## src/rtl/ser_sched_pkg.sv

```systemverilog
// Shared types and widths for the serializer scheduler.
// State encoding for the transfer FSM plus data/divider widths.
package ser_sched_pkg;

    localparam int DIV_W  = 32;
    localparam int DATA_W = 8;

    typedef enum logic [2:0] {
        S_IDLE,
        S_STORE,
        S_WAIT_BUSY,
        S_WAIT_EMPTY,
        S_DONE
    } state_t;

endpackage

```

## src/rtl/rr_arbiter.sv

```systemverilog
// Combinational round-robin arbiter.
// Picks the first set request at or after the pointer, wrapping.
module rr_arbiter
    import ser_sched_pkg::*;
#(
    parameter  int NUM_REQ = 4,
    localparam int IDX_W   = $clog2(NUM_REQ)
) (
    input  logic [NUM_REQ-1:0] i_req,
    input  logic [IDX_W-1:0]   i_ptr,
    output logic [NUM_REQ-1:0] o_grant,
    output logic [IDX_W-1:0]   o_idx
);

    logic [IDX_W-1:0] w_pos;
    logic             w_found;

    // scan from the pointer and take the first pending request
    always_comb begin
        o_grant = '0;
        o_idx   = '0;
        w_found = 1'b0;
        w_pos   = '0;
        for (int i = 0; i < NUM_REQ; i++) begin
            w_pos = IDX_W'((int'(i_ptr) + i) % NUM_REQ);
            if (!w_found && i_req[w_pos]) begin
                w_found        = 1'b1;
                o_grant[w_pos] = 1'b1;
                o_idx          = w_pos;
            end
        end
    end

endmodule

```

## src/rtl/serializer_scheduler.sv

```systemverilog
// Round-robin scheduler sharing one byte serializer among requesters.
// Optional WAIT_EMPTY timeout (ack+err) enabled by SER_SCHED_TIMEOUT_EN.
module serializer_scheduler
    import ser_sched_pkg::*;
#(
    parameter  int               NUM_REQ        = 4,
    parameter  logic [DIV_W-1:0] DIV_RESET      = 32'd7,
    parameter  int               BUSY_WAIT      = 4,
    parameter  int               TIMEOUT_CYCLES = 4096,
    localparam int               IDX_W          = $clog2(NUM_REQ)
) (
    input  logic                      clock,
    input  logic                      reset_n,
    input  logic [NUM_REQ-1:0]        req,
    input  logic [NUM_REQ*DATA_W-1:0] req_data,
    output logic [NUM_REQ-1:0]        ack,
    output logic                      err,
    input  logic                      cfg_we,
    input  logic [IDX_W-1:0]          cfg_sel,
    input  logic [DIV_W-1:0]          cfg_divider,
    output logic                      busy,
    output logic [IDX_W-1:0]          grant_id,
    output logic [DATA_W-1:0]         ser_par_data,
    output logic [DIV_W-1:0]          ser_divider,
    output logic                      ser_store,
    input  logic                      ser_empty
);

    localparam int BW_W = $clog2(BUSY_WAIT + 1);

    state_t             r_state;
    state_t             w_next;
    logic [IDX_W-1:0]   r_ptr;
    logic [IDX_W-1:0]   r_grant_id;
    logic [DATA_W-1:0]  r_data;
    logic [DIV_W-1:0]   r_ser_div;
    logic [DIV_W-1:0]   r_div [NUM_REQ];
    logic [BW_W-1:0]    r_bw_cnt;
    logic               w_bw_expired;
    logic               w_timeout;
    logic [NUM_REQ-1:0] w_arb_grant;
    logic [IDX_W-1:0]   w_arb_idx;
    logic [DATA_W-1:0]  w_sel_data;
    logic [DIV_W-1:0]   w_sel_div;

    rr_arbiter #(
        .NUM_REQ (NUM_REQ)
    ) u_arb (
        .i_req   (req),
        .i_ptr   (r_ptr),
        .o_grant (w_arb_grant),
        .o_idx   (w_arb_idx)
    );

    assign w_bw_expired = (r_bw_cnt == BW_W'(BUSY_WAIT - 1));
    assign grant_id     = r_grant_id;
    assign ser_par_data = r_data;
    assign ser_divider  = r_ser_div;

`ifdef SER_SCHED_TIMEOUT_EN
    logic [31:0] r_to_cnt;
    logic        r_to_flag;

    assign w_timeout = (r_state == S_WAIT_EMPTY) && !ser_empty &&
                       (r_to_cnt == 32'(TIMEOUT_CYCLES - 1));
    assign err = (r_state == S_DONE) && r_to_flag;

    // count cycles spent draining; remember an abort until the ack
    always_ff @(posedge clock) begin
        if (!reset_n) begin
            r_to_cnt  <= '0;
            r_to_flag <= 1'b0;
        end else begin
            r_to_cnt <= (r_state == S_WAIT_EMPTY) ? r_to_cnt + 32'd1 : '0;
            if (r_state == S_IDLE)
                r_to_flag <= 1'b0;
            else if (w_timeout)
                r_to_flag <= 1'b1;
        end
    end
`else
    assign w_timeout = 1'b0;
    assign err       = 1'b0;
`endif

    // mux the granted requester's byte and divider
    always_comb begin
        w_sel_data = '0;
        w_sel_div  = '0;
        for (int i = 0; i < NUM_REQ; i++) begin
            if (w_arb_grant[i]) begin
                w_sel_data = w_sel_data | req_data[i*DATA_W +: DATA_W];
                w_sel_div  = w_sel_div | r_div[i];
            end
        end
    end

    // FSM state register
    always_ff @(posedge clock) begin
        if (!reset_n)
            r_state <= S_IDLE;
        else
            r_state <= w_next;
    end

    // FSM next state and handshake outputs
    always_comb begin
        w_next    = r_state;
        ser_store = 1'b0;
        ack       = '0;
        busy      = (r_state != S_IDLE);
        unique case (r_state)
            S_IDLE: begin
                if (ser_empty && (|w_arb_grant))
                    w_next = S_STORE;
            end
            S_STORE: begin
                ser_store = 1'b1;
                w_next    = S_WAIT_BUSY;
            end
            S_WAIT_BUSY: begin
                if (!ser_empty)
                    w_next = S_WAIT_EMPTY;
                else if (w_bw_expired)
                    w_next = S_STORE;
            end
            S_WAIT_EMPTY: begin
                if (ser_empty || w_timeout)
                    w_next = S_DONE;
            end
            S_DONE: begin
                ack[r_grant_id] = 1'b1;
                w_next          = S_IDLE;
            end
            default: w_next = S_IDLE;
        endcase
    end

    // per-requester divider registers; out-of-range selects are dropped
    always_ff @(posedge clock) begin
        if (!reset_n) begin
            for (int i = 0; i < NUM_REQ; i++)
                r_div[i] <= DIV_RESET;
        end else if (cfg_we && (int'(cfg_sel) < NUM_REQ)) begin
            r_div[cfg_sel] <= cfg_divider;
        end
    end

    // grant latching, rr pointer and store-reissue counter
    always_ff @(posedge clock) begin
        if (!reset_n) begin
            r_ptr      <= '0;
            r_grant_id <= '0;
            r_data     <= '0;
            r_ser_div  <= '0;
            r_bw_cnt   <= '0;
        end else begin
            if ((r_state == S_IDLE) && (w_next == S_STORE)) begin
                r_grant_id <= w_arb_idx;
                r_data     <= w_sel_data;
                r_ser_div  <= w_sel_div;
            end
            if (r_state == S_DONE)
                r_ptr <= (int'(r_grant_id) == NUM_REQ - 1) ?
                         '0 : r_grant_id + 1'b1;
            r_bw_cnt <= (r_state == S_WAIT_BUSY) ? r_bw_cnt + 1'b1 : '0;
        end
    end

endmodule
```

## config.mk

```make
export PLATFORM = sky130hd
export DESIGN_NAME = serializer_scheduler
export DESIGN_NICKNAME = d
export VERILOG_FILES = /design/src/rtl/ser_sched_pkg.sv /design/src/rtl/rr_arbiter.sv /design/src/rtl/serializer_scheduler.sv
export SDC_FILE = /design/constraint.sdc
export NUM_CORES = 1
export LEC_CHECK = 0
export ABC_CLOCK_PERIOD_IN_PS = 3300
export CAP_MARGIN = 10
export CORE_ASPECT_RATIO = 0.7
export CORE_MARGIN = 2
export CORE_UTILIZATION = 55
export CTS_CLUSTER_DIAMETER = 30
export DETAILED_ROUTE_END_ITERATION = 8
export PLACE_DENSITY_LB_ADDON = 0.08
export SYNTH_ARGS = -nofsm -noshare
export SYNTH_HDL_FRONTEND = slang
export SYNTH_SLANG_ARGS = --single-unit
```

## constraint.sdc

```tcl
create_clock -name clock -period 3.3 [get_ports clock]
set_input_delay 0.66 -clock clock [delete_from_list [all_inputs] [get_ports clock]]
set_output_delay 0.66 -clock clock [all_outputs]
set_load 0.01 [all_outputs]
```

## Word level (Yosys, flattened, before mapping)

Memory sizes are Yosys's and may differ from the RTL's.
Index checks and enable logic that the tools add are counted.

- Bits in registers: 50
- Bits in writable memories: 128
- Bits of input ports: 74
- Logic and storage cells: 108
- Memories kept: 1

Memories:

| memory | words | width | rd ports | clocked after Yosys merged registers in | write ports | RTL line | source |
|---|---|---|---|---|---|---|---|
| r_div | 4 | 32 | 4 | 0 | 4 | serializer_scheduler.sv:37 | `logic [DIV_W-1:0] r_div [NUM_REQ];` |

- $add $sub $neg: 5
- Order comparisons: 10
- Equal/unequal tests: 7
- Multiplexer cells: 52
- Bitwise logic cells: 9
- Reduce and logical (&&, ||, !) cells: 18

Operator list:

| kind | number |
|---|---|
| 32-bit two-way mux | 5 |
| 32-bit OR | 3 |
| 8-bit two-way mux | 4 |
| 32-bit OR reduction | 1 |
| 8-bit OR | 3 |
| 4-bit two-way mux | 5 |
| 1-bit two-way mux | 18 |
| 2-bit by 3-bit less-than comparator with 1-bit output (second input constant) | 5 |
| 2-bit two-way mux | 6 |
| 3-bit two-way mux | 4 |
| 4-bit OR | 3 |
| 3-bit case mux with 4 select lines | 1 |
| 1-bit demux with 2-bit select | 5 |
| 2-bit by 1-bit greater-or-equal comparator with 1-bit output (second input constant) | 5 |
| 1-bit logical AND | 10 |
| 3-bit by 2-bit == test with 1-bit output (second input constant) | 3 |
| 1-bit binary-select mux with 2-bit select | 4 |
| 3-bit by 1-bit == test with 1-bit output (second input constant) | 2 |
| 2-bit by 1-bit adder with 2-bit output (second input constant) | 2 |
| 2-bit adder (second input constant) | 2 |
| 4-bit OR reduction | 1 |
| 3-bit by 1-bit adder with 3-bit output (second input constant) | 1 |
| 3-bit == test (second input constant) | 1 |
| 1-bit zero test | 3 |
| other kinds (4) | 4 |

## Depth between registers and ports, before layout

Gate-level depths: netlist (run 1).

- Word-level depth: 19
- Gate-level depth with buffers: 13

## Modules after synthesis

From an unflattened synthesis (run 1), not the netlist that was laid out.

- Cells, all modules: 627
- Area, all modules: 7956.4 um^2

By module, submodules not included:

| module | times used | cells each | area an instance (um^2) | seq. area each (um^2) |
|---|---|---|---|---|
| serializer_scheduler | 1 | 581 | 7537.2 | 4844.6 |
| rr_arbiter | 1 | 46 | 419.2 | 0.0 |

## Worst setup path before layout (run 1)

No wires, ideal clock.

- Path type: reg-to-reg
- From: reg r_ptr[0]
- To: reg r_ser_div[0] (netlist: ser_divider[0])
- Library setup time: 122 ps
- Data arrival time: 2813 ps
- Required time: 3178 ps
- Setup slack: 365 ps
- Stages on the path, launching flop included: 14
- Buffers on the path: 5
- Period minus slack after synthesis: 2935 ps
- Cells stage by stage: dfxtp_1 -> buf_2 -> inv_1 -> ha_1 -> buf_2 -> mux4_2 -> buf_4 -> nor4_2 -> a221oi_1 -> o31a_2 -> buf_6 -> buf_6 -> o21ai_1 -> a21oi_1

- Word-level cells in the longest chain between the ends: 19
- Elaborated cells on any way between the ends: 60

Ends and longest elaborated chain:

| what | RTL line | source |
|---|---|---|
| start, declared | serializer_scheduler.sv:33 | `logic [IDX_W-1:0] r_ptr;` |
| start signal, assigned | serializer_scheduler.sv:164 | `r_ptr <= (int'(r_grant_id) == NUM_REQ - 1) ?` |
| branches (longest 11 deep; another with 2-bit by 3-bit less-than comparator with 1-bit output) | -- |  |
| 4-bit two-way mux * | rr_arbiter.sv:26 | `if (!w_found && i_req[w_pos]) begin` |
| 32-bit two-way mux | serializer_scheduler.sv:91 | `if (w_arb_grant[i]) begin` |
| 32-bit OR | serializer_scheduler.sv:93 | `w_sel_div = w_sel_div \| r_div[i];` |
| 32-bit two-way mux | serializer_scheduler.sv:91 |  |
| 32-bit OR | serializer_scheduler.sv:93 |  |
| 32-bit two-way mux | serializer_scheduler.sv:91 |  |
| 32-bit OR | serializer_scheduler.sv:93 |  |
| 32-bit two-way mux | serializer_scheduler.sv:91 |  |
| end signal, assigned | serializer_scheduler.sv:161 | `r_ser_div <= w_sel_div;` |
| end, declared | serializer_scheduler.sv:36 | `logic [DIV_W-1:0] r_ser_div;` |

Mark *: on every way between the ends. The select of a mux whose other input is x is not followed.
A chain may end at the register's enable or synchronous reset.

## Worst setup path in the final report (run 1)

- From: reg r_ptr[0]
- To: reg r_ser_div[25] (netlist: ser_divider[25])

The elaborated chain is that of the path after synthesis.

==> flow_summary_export.csv, run 1 <==
group,metric,value,unit
outcome,status,"complete, no violations",
floorplan,core_region_area,17900,sq um
setup_path,crit_type,"register to register",
power,p_total,5.646,mW
power,p_per_area,466.8,nW/um^2
floorplan,ios,123,
layout,layout.nets,1093,
logic_synthesis,synth_edf_count,128,
power,p_comb_share,15.4,%
layout,diodes,0,
setup_path,arrival,3.32,ns
timing,finalCritPeriodShare,90.86,%
global_route,top_usage_layer,"met2",
setup_path,cp_max_fo,32,
setup_path,path_buf_inv,2,
layout,drive_gt1_share,9.028,%
power,ir_drop,0.3041,mV
logic_synthesis,ys_seq_area_share,48.58,%
min_path,hp-class,"register to register",
layout,syn2layout_area_growth,21.28,%
detailed_routing,via_count,9089,
setup_path,critical_path.endpoint_type,"register",
power,pwr-share-seq,48.5,%
timing,hold_viol,0,
global_route,grt_use_met3,5.398,%
min_path,hold_depth,1,
setup_path,cp.required,3.62,ns
placed_design,gp_congestion,0.8363,
floorplan,dieArea,19240,sq um
layout,nFillCells,1349,
detailed_routing,wl_per_cell,24.44,um
clock_tree,cts_setup_buffers,0,
global_route,grt_first_pass_wirelength,47140,um
power,p_leak,4.348,nW
detailed_routing,vias_per_cell,7.242,
logic_synthesis,ys_types,53,
detailed_routing,ant_nets,0,
clock_tree,cts_tree,"done",
setup_path,r2r_slack,0.30,ns
clock_tree,post_cts_resized,0,
logic_synthesis,yosys_warnings,0,
global_route,grt_remaining_overflow,0,
detailed_routing,drt_pre_antenna_iters,8,
global_route,use_met1,40.04,%
setup_path,cpPeakStageDelay,0.71,ns
setup_path,crit_chain,"inv_1 -> ha_2 -> mux4_2 -> nand3b_1 -> o311ai_1 -> o31a_2 -> buf_12 -> o21ai_0 -> a21oi_1",
global_route,grt_max_degree,83,
placed_design,place_hpwl,17530,um
logic_synthesis,synth_flop_cell,"edfxtp_1",
min_path,whs_endpoint,"r_bw_cnt[0]",
setup_path,cp_slowest_cell,"mux4_2",
global_route,grt_usage,31.77,%
floorplan,rows,41,
logic_synthesis,synth_top_cell_by_area,"edfxtp_1",
global_route,grt_use_met2,54.59,%
floorplan,die_x,165.0,um
floorplan,initial_core_util,55.71,%
detailed_routing,drt_iter0_markers,1617,
power,switchingPower,1.439,mW
logic_synthesis,async_flop_share,0,%
setup_path,crit_family,"compound AO/OA/AOI/OAI gates",
global_route,grt_pass1_vias,8973,
global_route,antenna_found_initial,0,
layout,seqCellArea,4845,sq um
logic_synthesis,syn_nets,1019,
logic_synthesis,yosys.cell_count.top_type,"edfxtp_1",
setup_path,r2r-start,"r_ptr[0]",
run,max-cap-violations,0,
power,p_sw_share,25.50,%
layout,multi_input_area,4708,sq um
detailed_routing,finalWirelength,30670,um
logic_synthesis,synth_top_area_share,38.54,%
timing,period_needed,2.998,ns
setup_path,reg2regPathDepth,9,
logic_synthesis,ys_ff_latch,178,
clock_tree,cts_max_level,4,
floorplan,die_y,116.7,um
timing,slew_violations,0,
logic_synthesis,synthTopCellsByArea,"edfxtp_1, dfxtp_1, a221oi_1, a22o_1, and2_1",
clock_tree,clockRootBuffer,"clkbuf_16",
clock_tree,cts_buffers,17,
clock_tree,clk_pin_slew,0.07,ns
timing,rsz0062_at_grt,"no",
timing,setup_tns,0,ns
logic_synthesis,netlist_area,9973,sq um
timing,worstMarginPinSlew,0.8153,ns
timing,setup_viol,0,
detailed_routing,route.detailed.drc,0,
clock_tree,cts_sinks,178,
setup_path,crit_path_start_kind,"register",
power,p_clk_share,36.1,%
timing,max_slew_margin,45.65,%
logic_synthesis,synthTopCellsByCount,"edfxtp_1, and2_1, a221oi_1",
logic_synthesis,syn_inst,934,
min_path,min_from,"r_bw_cnt[0]",
timing,skew,0.007404,ns
timing,max_freq,0.3335,GHz
logic_synthesis,avgSynthCellArea,10.68,sq um
setup_path,r2r-end,"ser_divider[25]",
power,p_int,4.206,mW
clock_tree,cts.path.max_buffers,2,
clock_tree,clkLatencyLatePin,0.43,ns
clock_tree,cts_hold_buf,0,
placed_design,io_buffers,121,
worst max path at each step:
stage,startpoint,to,slack (ns),depth (start not counted)
CTS,r_ptr[0],ser_divider[25],0.33,9
floorplan,r_ptr[0],ser_divider[0],0.37,13
detailed placement,req[3],ser_divider[27],0.18,8
global placement,req[3],ser_divider[18],0.26,8
global route,r_ptr[0],ser_divider[27],0.14,9
finish,r_ptr[0],ser_divider[25],0.30,9
power groups by stage:
| stage | sequential (mW) | combinational (mW) | clock [mW] |
|---|---|---|---|
| floorplan | 2.77 | 0.427 | 0 |
| global placement | 2.76 | 0.826 | 0 |
| detailed placement | 2.78 | 0.854 | 0 |
| CTS | 2.73 | 0.859 | 2.05 |
| global route | 2.76 | 0.932 | 2.14 |
| finish | 2.74 | 0.870 | 2.04 |
final cells by class:
cell class	count	share of cell area [%]
Sequential cell	178	40.05
Multi-Input combinational cell	635	38.93
Clock buffer	19	3.579
Inverter	15	0.4655
Timing Repair Buffer	161	13.39
Clock inverter	11	1.148
Tap cell	236	2.441
through the flow:
stage | std cells | hold slack, ns | setup WS, ns | instance area [sq um] | util [%]
5_1_grt | 1255 | 0.4443 | 0.1360 | 12100 | 67.56
3_3_place_gp | 1225 | 0.4075 | 0.2554 | 11520 | 64.37
2_1_floorplan | 934 | 0.3991 | 0.3652 | 9973 | -
6_report | 1255 | 0.4200 | 0.3017 | 12100 | 67.56
4_1_cts | 1255 | 0.4261 | 0.3288 | 12100 | 67.56
3_5_place_dp | 1225 | 0.4166 | 0.1801 | 11520 | 64.37
logic make-up after synthesis:
kind of cell    count (synthesis)  synth area share, %
fa+ha+maj                      11                1.380
compound gates                356                28.08
buf+inv                       121                5.169
other cells                     1              0.03760
mux                             7                1.104
simple gates                  260                15.66
flops                         178                48.58
layout by cell type, fill, tap and decap left out, drive strengths merged, types with 4 or more instances in the layout:
master	netlist	routed
a21oi	49	49
a221oi	80	80
a222oi	39	39
a22o	78	78
a22oi	4	4
and2	88	88
and3	72	72
buf	31	41
clkbuf	75	19
clkdlybuf4s50	0	120
clkinv	1	8
dfxtp	50	50
edfxtp	128	128
ha	11	11
inv	14	15
nand2	8	8
nand2b	17	17
nand3	42	42
nor2	6	6
nor3	5	5
nor3b	6	6
o21ai	48	48
o22a	39	39
o31ai	4	4
metal layers:
metal	vias to the layer above	routed length, um
li1	3923	-
met1	4438	12250
met2	646	14770
met3	82	3026
met4	0	626
met5	-	0
flip-flops by register name, indices dropped and copies added, names as in the netlist:
register      count
ser_divider      32
r_ptr             2
ser_par_data      8
r_bw_cnt          3
grant_id          2
r_div           128
r_state           3
No activity file was read; power rests on OpenSTA's default activity.
==> run 2, diff against run 1 <==
- CTS_CLUSTER_DIAMETER: 30 -> 120
==> results of run 2 <==
No change in the layout: final DEF, timing and power equal those of run 1.
==> patch: new RTL, config.mk and constraints of run 2 <==
Set the parameter `DIV_RESET` to 32'd5 (it was 32'd7).
--- a/src/rtl/serializer_scheduler.sv
+++ b/src/rtl/serializer_scheduler.sv
@@ -4,7 +4,7 @@
     import ser_sched_pkg::*;
 #(
     parameter  int               NUM_REQ        = 4,
-    parameter  logic [DIV_W-1:0] DIV_RESET      = 32'd7,
+    parameter  logic [DIV_W-1:0] DIV_RESET      = 32'd5,
     parameter  int               BUSY_WAIT      = 4,
     parameter  int               TIMEOUT_CYCLES = 4096,
     localparam int               IDX_W          = $clog2(NUM_REQ)
Function: changed (a bounded check fails within 4 cycles, from zero or initial values and one cycle with reset_n low).
==> patch against run 2 <==
  * Worst setup slack worse by 0.083 ns
  * Cell area is 0.26% higher
  * Area after synthesis hardly changed
  * Routed wire length is 0.62% lower
  * Sequential cell count stayed put
  * Combinational power is 0.6% lower
  * First-iteration DRC count is 3.3% lower
  * Via count is 1.0% lower
  * Total power is 0.86% higher
  * Largest power group unchanged
==> patch: results <==
export IMPL_status="finished, final reports clean"
export IMPL_clock_area_frac=0.0495
export IMPL_synth_area_leaders="edfxtp_1, dfxtp_1, a221oi_1, a22o_1, and2_1"
export IMPL_hold_slack_ns=0.424
export IMPL_buffers=162
export IMPL_place_area_mm2=0.0115
export IMPL_dp_cells=1226
export IMPL_grt_first_pass_wirelength_um=47100
export IMPL_fmaxAchievable_mhz=325
export IMPL_post_drt_wl_per_cell_um=24.2
export IMPL_timing_rr_end="ser_divider[8]$_SDFFE_PN0P_"
export IMPL_nClkBuffers=20
export IMPL_multiInputGateArea_mm2=0.00472
export IMPL_p_leak_nw=4.36
export IMPL_fin_area_mm2=0.0121
export IMPL_fin_skew_ns=0.00720
export IMPL_synth_area_mm2=0.00997
export IMPL_buf_share=0.133
export IMPL_seq_share=0.400
export IMPL_fin_nets=1094
export IMPL_yosysUniqueCellTypes=52
export IMPL_use_met3=0.0643
export IMPL_vdd_drop_max_v=0.000418
export IMPL_synth_avg_cell_area_um2=10.7
export IMPL_multi_input_cells=635
export IMPL_vias=8998
export IMPL_drive_gt1_frac=0.0950
export IMPL_synth_common_cells="edfxtp_1, and2_1, a221oi_1"
export IMPL_yosysSeqAreaShare=0.486
export IMPL_drt_first_pass_iters=7
export IMPL_grt_use_met2=0.534
export IMPL_grt_use_total=0.318
export IMPL_grt_pass1_vias=8912
export IMPL_detail_route_iter0_violations=1564
export IMPL_tightestPinTransition_ns=0.859
export IMPL_viasPerCell=7.16
export IMPL_arrival_ns=3.39
export IMPL_gp_congestion=0.846
export IMPL_synth_compound_area_frac=0.281
export IMPL_r2r_setup_slack_ns=0.22
export IMPL_pre_cts_ws_ns=0.114
export IMPL_met1_usage=0.401
export IMPL_nFillCells=1329
export IMPL_synth_adder_area_share=0.0138
patch: changes by cell type in the layout (fill, tap and decap cells not counted), sizes merged:
cell and change:
and2 +3, and3 +1, buf +1, clkbuf +1, clkinv -5, clkinvlp +3
inv +2, nand2b -3, or2 -1
patch: critical path, delay by kind of cell (launching register included):
family / cells / cell delay, ns
mux: 1 / 0.71
compound gates: 3 / 0.64
fa+ha+maj: 1 / 0.49
simple gates: 2 / 0.41
buf+inv: 2 / 0.36
flops: 1 / 0.33
patch: where the power goes:
part / switching [mW] / leakage (nW) / internal [mW]
Combinational: 0.430 / 2.42 / 0.434
Sequential: 0.151 / 1.66 / 2.59
Clock: 0.870 / 0.283 / 1.22
patch: per-layer routing:
metal | up-vias | share of wire
li1 | 3922 | -
met1 | 4312 | 0.39
met2 | 680 | 0.47
met3 | 84 | 0.11
met4 | 0 | 0.024
met5 | - | 0
